<file path="src/rtl/sc_fir_engine.sv">
// sc_fir_engine: stochastic-computing FIR engine.
// A run lasts 2^N cycles. Each cycle the tap-select random number r_s picks the
// first tap whose cumulative coefficient threshold exceeds it. That tap's sample
// is compared against r_y, the result is XOR-ed with the tap's sign bit, and the
// resulting bit is accumulated. The count of ones is presented on out.
// Optional build macro SC_INTERNAL_RNG_EN: removes the r_y/r_s ports and
// generates both random numbers from internal Fibonacci LFSRs (N = 8..16).

module sc_fir_engine #(
  parameter int unsigned     N         = 12,
  parameter int unsigned     TAPS      = 19,
  parameter logic [TAPS-1:0] SIGN_MASK = 19'h198CC,
  parameter logic [N-1:0]    SEED_Y    = 'h001,
  parameter logic [N-1:0]    SEED_S    = 'h5A5
) (
  input  logic                  clock,
  input  logic                  reset,
  input  logic                  start,
  input  logic [TAPS*(N+1)-1:0] in_flat,
  input  logic [TAPS*(N+1)-1:0] cum_flat,
`ifndef SC_INTERNAL_RNG_EN
  input  logic [N-1:0]          r_y,
  input  logic [N-1:0]          r_s,
`endif
  output logic                  busy,
  output logic                  done,
  output logic [N:0]            out
);

  localparam int unsigned W = N + 1;

  typedef enum logic [1:0] {StIdle, StRun, StDone} state_e;

  state_e state_q, state_d;

  logic [TAPS*W-1:0] in_q, cum_q;
  logic [N-1:0]      cnt_q;
  logic [W-1:0]      acc_q, out_q;
  logic [N-1:0]      ry, rs;
  logic              sample_bit, tap_found, last_cycle, accept;

  assign accept     = (state_q == StIdle) && start;
  assign last_cycle = (cnt_q == '1);

`ifdef SC_INTERNAL_RNG_EN
  // Feedback tap masks (bit t-1 set for tap t) of maximal-length polynomials.
  function automatic logic [15:0] tap_mask(input int unsigned n);
    logic [15:0] m;
    case (n)
      8:       m = 16'h00B8;
      9:       m = 16'h0110;
      10:      m = 16'h0240;
      11:      m = 16'h0500;
      12:      m = 16'h0829;
      13:      m = 16'h100D;
      14:      m = 16'h2015;
      15:      m = 16'h6000;
      16:      m = 16'hD008;
      default: m = 16'h0000;
    endcase
    return m;
  endfunction

  localparam logic [15:0]  TapMaskFull = tap_mask(N);
  localparam logic [N-1:0] TapMask     = TapMaskFull[N-1:0];

  logic [N-1:0] lfsr_y_q, lfsr_s_q;

  // LFSRs: reseeded on reset and accepted start, advanced only while running.
  always_ff @(posedge clock) begin
    if (reset || accept) begin
      lfsr_y_q <= SEED_Y;
      lfsr_s_q <= SEED_S;
    end else if (state_q == StRun) begin
      lfsr_y_q <= {lfsr_y_q[N-2:0], ^(lfsr_y_q & TapMask)};
      lfsr_s_q <= {lfsr_s_q[N-2:0], ^(lfsr_s_q & TapMask)};
    end
  end

  assign ry = lfsr_y_q;
  assign rs = lfsr_s_q;
`else
  assign ry = r_y;
  assign rs = r_s;
`endif

  // Tap selection: first tap whose threshold exceeds r_s; no match gives a zero bit.
  always_comb begin
    sample_bit = 1'b0;
    tap_found  = 1'b0;
    for (int k = 0; k < TAPS; k++) begin
      if (!tap_found && ({1'b0, rs} < cum_q[k*W +: W])) begin
        tap_found  = 1'b1;
        sample_bit = (in_q[k*W +: W] > {1'b0, ry}) ^ SIGN_MASK[k];
      end
    end
  end

  // State register.
  always_ff @(posedge clock) begin
    if (reset) begin
      state_q <= StIdle;
    end else begin
      state_q <= state_d;
    end
  end

  // Next-state logic; start is only honoured in idle.
  always_comb begin
    state_d = state_q;
    case (state_q)
      StIdle:  if (start) state_d = StRun;
      StRun:   if (last_cycle) state_d = StDone;
      StDone:  state_d = StIdle;
      default: state_d = StIdle;
    endcase
  end

  // Outputs decoded from state.
  always_comb begin
    busy = (state_q == StRun);
    done = (state_q == StDone);
  end

  // Datapath: capture operands on start, accumulate while running, publish at the end.
  always_ff @(posedge clock) begin
    if (reset) begin
      in_q  <= '0;
      cum_q <= '0;
      cnt_q <= '0;
      acc_q <= '0;
      out_q <= '0;
    end else if (accept) begin
      in_q  <= in_flat;
      cum_q <= cum_flat;
      cnt_q <= '0;
      acc_q <= '0;
    end else if (state_q == StRun) begin
      cnt_q <= cnt_q + N'(1);
      acc_q <= acc_q + W'(sample_bit);
      // The last cycle's bit goes straight into out alongside the accumulator.
      if (last_cycle) begin
        out_q <= acc_q + W'(sample_bit);
      end
    end
  end

  assign out = out_q;

endmodule
</file>
<file path="config.mk">
export PLATFORM = sky130hd
export DESIGN_NAME = sc_fir_engine
export DESIGN_NICKNAME = d
export VERILOG_FILES = /design/src/rtl/sc_fir_engine.sv
export SDC_FILE = /design/constraint.sdc
export NUM_CORES = 2
export LEC_CHECK = 0
export BUFFER_PORTS_ARGS = -buffer_cell sky130_fd_sc_hd__buf_2
export CORE_MARGIN = 2
export CORE_UTILIZATION = 61
export DETAILED_ROUTE_END_ITERATION = 16
export GPL_ROUTABILITY_DRIVEN = 0
export PLACE_DENSITY = 0.95
export SYNTH_ARGS = -nofsm -noshare
export SYNTH_HDL_FRONTEND = slang
export SYNTH_SLANG_ARGS = --single-unit
</file>
<file path="constraint.sdc">
create_clock -name clock -period 13 [get_ports clock]
set_clock_uncertainty 0.1 [all_clocks]
set_input_delay 0.65 -clock clock [delete_from_list [all_inputs] [get_ports clock]]
set_output_delay 0.65 -clock clock [all_outputs]
set_load 0.03 [all_outputs]
</file>
# [Word level (Yosys, flattened, before mapping)]
# Index checks and enable logic that the tools add are counted.
[word_totals] register_bits=534 latchBits=0 ram_bits=0 romBits=0 out_inout_bits=15 word_cells=141 memories=0
[op_classes] n_addsub=2 mul=0 div_mod_pow=0 order_cmp=38 n_eq_ne=5 shifts=0 n_mux=40 bitwise_logic=9 reduce_logical=41
[op_table] cell="$gt A13 B12 Y1" n=19
[op_table] cell="$lt A12 B13 Y1" n=19
[op_table] cell="$mux W1" n=37
[op_table] cell="$logic_and A1 B1 Y1" n=19
[op_table] cell="$logic_not A1 Y1" n=18
[op_table] cell="$add A13 B1 Y13" n=1
[op_table] cell="$add A12 B1 Y12 const B" n=1
[op_table] cell="$eq A12 B12 Y1 const B" n=1
[op_table] cell="$not A1 Y1" n=9
[op_table] cell="$mux W2" n=2
[op_table] cell="$pmux W2 S2" n=1
[op_table] cell="$reduce_and A3 Y1" n=1
[op_table] cell="$eq A2 B1 Y1 const B" n=1
[op_table] cell="$eq A2 B2 Y1 const B" n=1
[op_table] cell="$logic_not A2 Y1" n=1
[op_table] cell="$ne A2 B1 Y1 const B" n=1
[op_table] cell="$ne A2 B2 Y1 const B" n=1
[op_table] cell="$reduce_and A2 Y1" n=1
[op_table] cell="$reduce_or A2 Y1" n=1

# [Logic depth before layout (Yosys ltp)]
[logic_depth] ltp_word=57 mapped_depth=21

# [Least setup slack after synthesis]
# Ideal clock, no wire load.
[synth_path] path_type="input port to flip-flop" from="input port r_s[9]" to="register out_q[12] (netlist: out[12])" setup_ns=0.086 t_arrival_ns=4.464 required_ns=12.814 setup_slack_ns=8.350 path_stages=19 n_path_buf=0 path_cell_list="ha_1 a21oi_1 o21ai_1 a211oi_1 a211o_1 nor4b_4 nor4b_2 nand3_1 or4_4 a32o_1 nor2_1 ha_1 nand3_1 nor2_1 nand4_1 nor2_1 nand2_1 xor2_1 a211oi_1"
[synth_via] elab_chain_cells=57 elab_cells_between_ends=93
[synth_rtl] item="start: declaration" line="23" text="input logic [N-1:0] r_s,"
[synth_rtl] item="$lt A12 B13 Y1" line="92" text="if (!tap_found && ({1'b0, rs} < cum_q[k*W +: W])) begin"
[synth_rtl] item="$mux W1" line="92"
[synth_rtl] item="$logic_not A1 Y1" line="92"
[synth_rtl] item="$logic_and A1 B1 Y1" line="92"
[synth_rtl] item="$mux W1" line="92"
[synth_rtl] item="$logic_not A1 Y1" line="92"
[synth_rtl] item="$logic_and A1 B1 Y1" line="92"
[synth_rtl] item="$mux W1" line="92"
[synth_rtl] item="(+41 left out)"
[synth_rtl] item="$mux W1" line="92"
[synth_rtl] item="$logic_not A1 Y1" line="92"
[synth_rtl] item="$logic_and A1 B1 Y1" line="92"
[synth_rtl] item="$mux W1" line="92"
[synth_rtl] item="$logic_not A1 Y1" line="92"
[synth_rtl] item="$logic_and A1 B1 Y1" line="92"
[synth_rtl] item="$mux W1 *" line="92"
[synth_rtl] item="$add A13 B1 Y13 *" line="143" text="out_q <= acc_q + W'(sample_bit);"
[synth_rtl] item="end signal: assignment" line="143"
[synth_rtl] item="end: declaration" line="38" text="logic [W-1:0] acc_q, out_q;"
# Every way passes the cells marked *; elsewhere a longest branch is shown, timed or not.
# A chain may end at the register's enable or synchronous reset.

# [Worst setup path in the final report]
[layout_path] from="input port r_s[4]" to="register out_q[12] (netlist: out[12])"
# The elaborated chain is that of the path after synthesis.

==> flow_metrics.env <==
export IMPL_io_buffer_count=535
export IMPL_worst_path_most_repeated_cell="nor2_1"
export IMPL_clkSlewWorstSetupHoldPaths_ns=0.07
export IMPL_synth_top_cells_by_area="dfxtp_1 37%, ha_1 19%, nand2_1 14%"
export IMPL_critPathLaunchType="primary input"
export IMPL_crit_required_ns=13.42
export IMPL_grt_start_max_net_pins=233
export IMPL_intPower_mw=2.95
export IMPL_crit_type="in2reg"
export IMPL_timing_hold_worst_class="in2reg"
export IMPL_clock_power_share_pct=38.6
export IMPL_path_delay_family="simple AND/OR/NAND/NOR gates"
export IMPL_synth_largest_area_cell="dfxtp_1"
export IMPL_routed_wirelength_um=95200
export IMPL_syn_inst=3752
export IMPL_dp_worst_setup_slack_ns=6.91
export IMPL_first_pass_grt_wire_length_um=145000
export IMPL_finish_net_count=5154
export IMPL_die_height_um=223
export IMPL_htree_num_levels=2
export IMPL_synth_area_per_cell_um2=7.80
export IMPL_primary_flip_flop_cell_chosen_by_synthesis_mapping="dfxtp_1"
export IMPL_first_global_vias=27700
export IMPL_post_cts_resized=0
export IMPL_share_seq_of_total_power_pct=43.2
export IMPL_finalHoldViolCount=0
export IMPL_drive_above_1_share_pct=15.7
export IMPL_peak_supply_drop_mv=0.113
export IMPL_via_per_inst=5.96
export IMPL_die_width_um=223
export IMPL_power_density_cell_area_mw_per_mm2=121
export IMPL_clk_insertion_delay_late_ns=0.61
export IMPL_reg2reg_from="cum_q[186]"
export IMPL_clockRootBuffer="clkbuf_16"
export IMPL_outcome="complete, no violations"
export IMPL_path_buf_inv=1
export IMPL_cap_viol_max_count=0
export IMPL_r2r_worst_path_cells=20
export IMPL_synth_xor_xnor_area_share_pct=0.957
export IMPL_fp_coreArea_mm2=0.0475
export IMPL_timing_final_max_slew_violations=0
export IMPL_dominant_combinational_cell_family_by_area_after_synthesis="simple AND/OR/NAND/NOR gates"
export IMPL_cp_arrival_ns=6.07
export IMPL_synth_cell_area_mm2=0.0293
export IMPL_timing_critical_path_to="out[12]"
export IMPL_synth_warnings=0
export IMPL_crit_end_element="flop"
export IMPL_area_delta_synth_final_pct=16.7
export IMPL_net_switching_power_mw=1.20
export IMPL_drt_iter0_markers=3175
export IMPL_finalHoldWorstSlack_ns=0.171
export IMPL_dp_final_hpwl_um=65700
export IMPL_synth_mux_area_share_pct=0.137
export IMPL_rows=80
export IMPL_async_reset_ff_share_pct=0
export IMPL_initial_core_utilization_pct=61.6
export IMPL_globalRoute_totalOverflow=0
export IMPL_cpPeakStageDelay_ns=0.56
export IMPL_io_pin_count=536
export IMPL_antenna_found_initial=46
export IMPL_synthAdderAreaFrac_pct=18.8
export IMPL_crit_slowest_cell="buf_2"
export IMPL_synth_ff_latch_count=534
export IMPL_fmax_mhz=177
export IMPL_comb_power_share_pct=18.2
export IMPL_drt_antenna_violating_nets=0
export IMPL_startpoint="r_s[4]"
export IMPL_postCtsSetupRepairBufs=0
export IMPL_synth_edf_count=0
export IMPL_reg2reg_setup_slack_ns=7.62
export IMPL_finalSetupViolCount=0
export IMPL_cts_path_max_buffers=3
export IMPL_tns_ns=0
export IMPL_ys_types=73
export IMPL_crit_share_post_route_pct=43.5
export IMPL_post_syn_nets=4713
export IMPL_rsz_0062_raised_after_global_routing="false"
export IMPL_dr_pass1_iters=7
export IMPL_synth_compound_area_share_pct=17.7
export IMPL_max_slew_margin_rel_pct=26.2
export IMPL_cp_depth=20
export IMPL_groute_usage_overall_pct=37.0
export IMPL_power_share_switching_pct=28.9
export IMPL_holdBufCountCts=0
export IMPL_synth_simple_area_share_pct=20.2
export IMPL_cp_cell_sequence="buf_2 -> ha_1 -> a21o_1 -> a2111oi_0 -> o21ai_0 -> a221oi_1 -> o21ai_0 -> nand4_1 -> a21oi_1 -> or4_4 -> a32o_1 -> nor2_1 -> ha_1 -> nand3_1 -> nor2_1 -> nand4_1 -> nor2_1 -> nand2_1 -> xor2_1 -> a211oi_1"
export IMPL_dieArea_mm2=0.0498
export IMPL_route_vias_total=29000
export IMPL_leakage_nw=15.1
export IMPL_synth_top_area_share_pct=36.5
export IMPL_timing_final_ws_setup_ns=7.35
export IMPL_cts_num_sinks=534
export IMPL_top_fanout_value_on_the_critical_path=19
export IMPL_route_detailed_wl_per_inst_um=19.5
export IMPL_cts_buffers=54
export IMPL_timing_rr_end="out[12]"
export IMPL_cts_tree="built"
export IMPL_synth_sequential_area_ratio_pct=36.5
export IMPL_worst_slew_pin_slew_ns=1.11
export IMPL_drc_errors=0
export IMPL_period_needed_ns=5.65
-- worst reg2reg max path: cells and delay by family (launching register included) --
kind | cells | cell delay (ns)
AO/OA/AOI/OAI | 8 | 1.94
XOR/XNOR | 1 | 0.15
adder cells (fa/ha/maj) | 2 | 0.58
buffers and inverters | 1 | 0.06
flip-flops | 1 | 0.35
AND/OR/NAND/NOR | 8 | 2.12
-- logic make-up (layout without fill, tap and decap cells) --
kind of cell	after synthesis	after routing
simple gates	1400	1400
compound gates	901	901
flops	534	534
buf+inv	441	923
fa+ha+maj	440	440
xor+xnor	32	32
mux	4	4
other cells	0	27
-- state kept, by name (all words and copies together) (netlist names) --
name / flops
cnt_q: 12
state_q: 2
cum_q: 247
out: 13
in_q: 247
acc_q: 13
-- final cells by class --
| class | instances | area (um2) |
|---|---|---|
| fillers | 3386 | 13400 |
| clock buffers | 76 | 1590 |
| repair buffers | 561 | 2900 |
| multi-input cells | 2777 | 16900 |
| inverters | 265 | 995 |
| flip-flops and latches | 534 | 10700 |
| well taps | 615 | 769 |
| diodes | 27 | 67.6 |
| clock inverters | 21 | 229 |
-- worst min-delay path by stage --
| stage | startpoint | endpoint | slack, ns | cells past startpoint |
|---|---|---|---|---|
| final | cum_flat[160] | cum_q[160] | 0.17 | 3 |
| after global routing | in_flat[78] | in_q[78] | 0.17 | 3 |
| after CTS | cum_flat[221] | cum_q[221] | 0.15 | 3 |
| after detailed placement | cum_q[229] | cum_q[229] | 0.35 | 2 |
| after global placement | in_q[13] | in_q[13] | 0.34 | 2 |
| after floorplan | cum_q[13] | cum_q[13] | 0.33 | 2 |
-- through the flow --
stage | util, % | instance area [um2] | total power [mW] | instances
floorplan | - | 29300 | 2.26 | 3752
global placement | 67.9 | 32300 | 2.51 | 4752
detailed placement | 67.9 | 32300 | 2.54 | 4752
CTS | 71.7 | 34100 | 4.13 | 4849
global route | 71.8 | 34100 | 4.30 | 4865
finish | 71.9 | 34200 | 4.14 | 4876
-- cell usage after synthesis (4+ instances only) --
cell / count
a31oi_1: 17
o22ai_1: 9
and3_1: 19
nor2_1: 90
dfxtp_1: 534
nand3_1: 54
a2111oi_0: 11
ha_1: 440
nor4_1: 11
o21bai_1: 4
nor2b_1: 28
o2111ai_1: 7
buf_1: 19
nor3_1: 19
or3_1: 10
a211oi_1: 39
inv_1: 265
mux2i_1: 4
o211ai_1: 14
a21o_1: 45
xnor2_1: 12
a21oi_1: 597
clkbuf_1: 155
nand2_1: 1059
and4_1: 8
xor2_1: 20
nand2b_1: 33
o211a_1: 4
and4b_1: 4
o31ai_1: 8
or4_1: 5
o21ai_0: 71
nand4b_1: 8
o21a_1: 29
nand4_1: 36
o311ai_0: 4
a211o_1: 7
-- metal layers --
layer	vias up	global-route usage [%]	routed length [um]
li1	13700	-	-
met4	36	24.2	6750
met1	13300	44.0	35500
met5	-	0	234
met2	1549	59.2	42700
met3	486	9.65	9960
-- placed cells by master, fill, tap and decap left out, types with 5 or more instances in the layout --
master / instances
nand2_1: 1058
a21oi_1: 597
dfxtp_1: 534
buf_2: 534
ha_1: 440
inv_1: 265
nor2_1: 90
o21ai_0: 71
clkbuf_16: 55
nand3_1: 54
a21o_1: 45
a211oi_1: 39
nand4_1: 36
nand2b_1: 33
o21a_1: 29
nor2b_1: 28
diode_2: 27
buf_4: 25
xor2_1: 20
and3_1: 19
nor3_1: 19
a31oi_1: 17
o211ai_1: 14
clkbuf_8: 13
xnor2_1: 12
a2111oi_0: 11
nor4_1: 10
or3_1: 10
clkinv_2: 10
o22ai_1: 9
o31ai_1: 8
nand4b_1: 8
and4_1: 8
clkbuf_1: 8
a211o_1: 7
o2111ai_1: 7
or4_1: 5
-- power groups by stage --
stage,Combinational [mW],Sequential [mW],Clock [mW]
CTS,0.737,1.79,1.61
global placement,0.694,1.82,0
global route,0.834,1.80,1.67
finish,0.753,1.79,1.60
detailed placement,0.723,1.82,0
floorplan,0.462,1.80,0
Note: power is estimated with default switching activity, not from simulation.
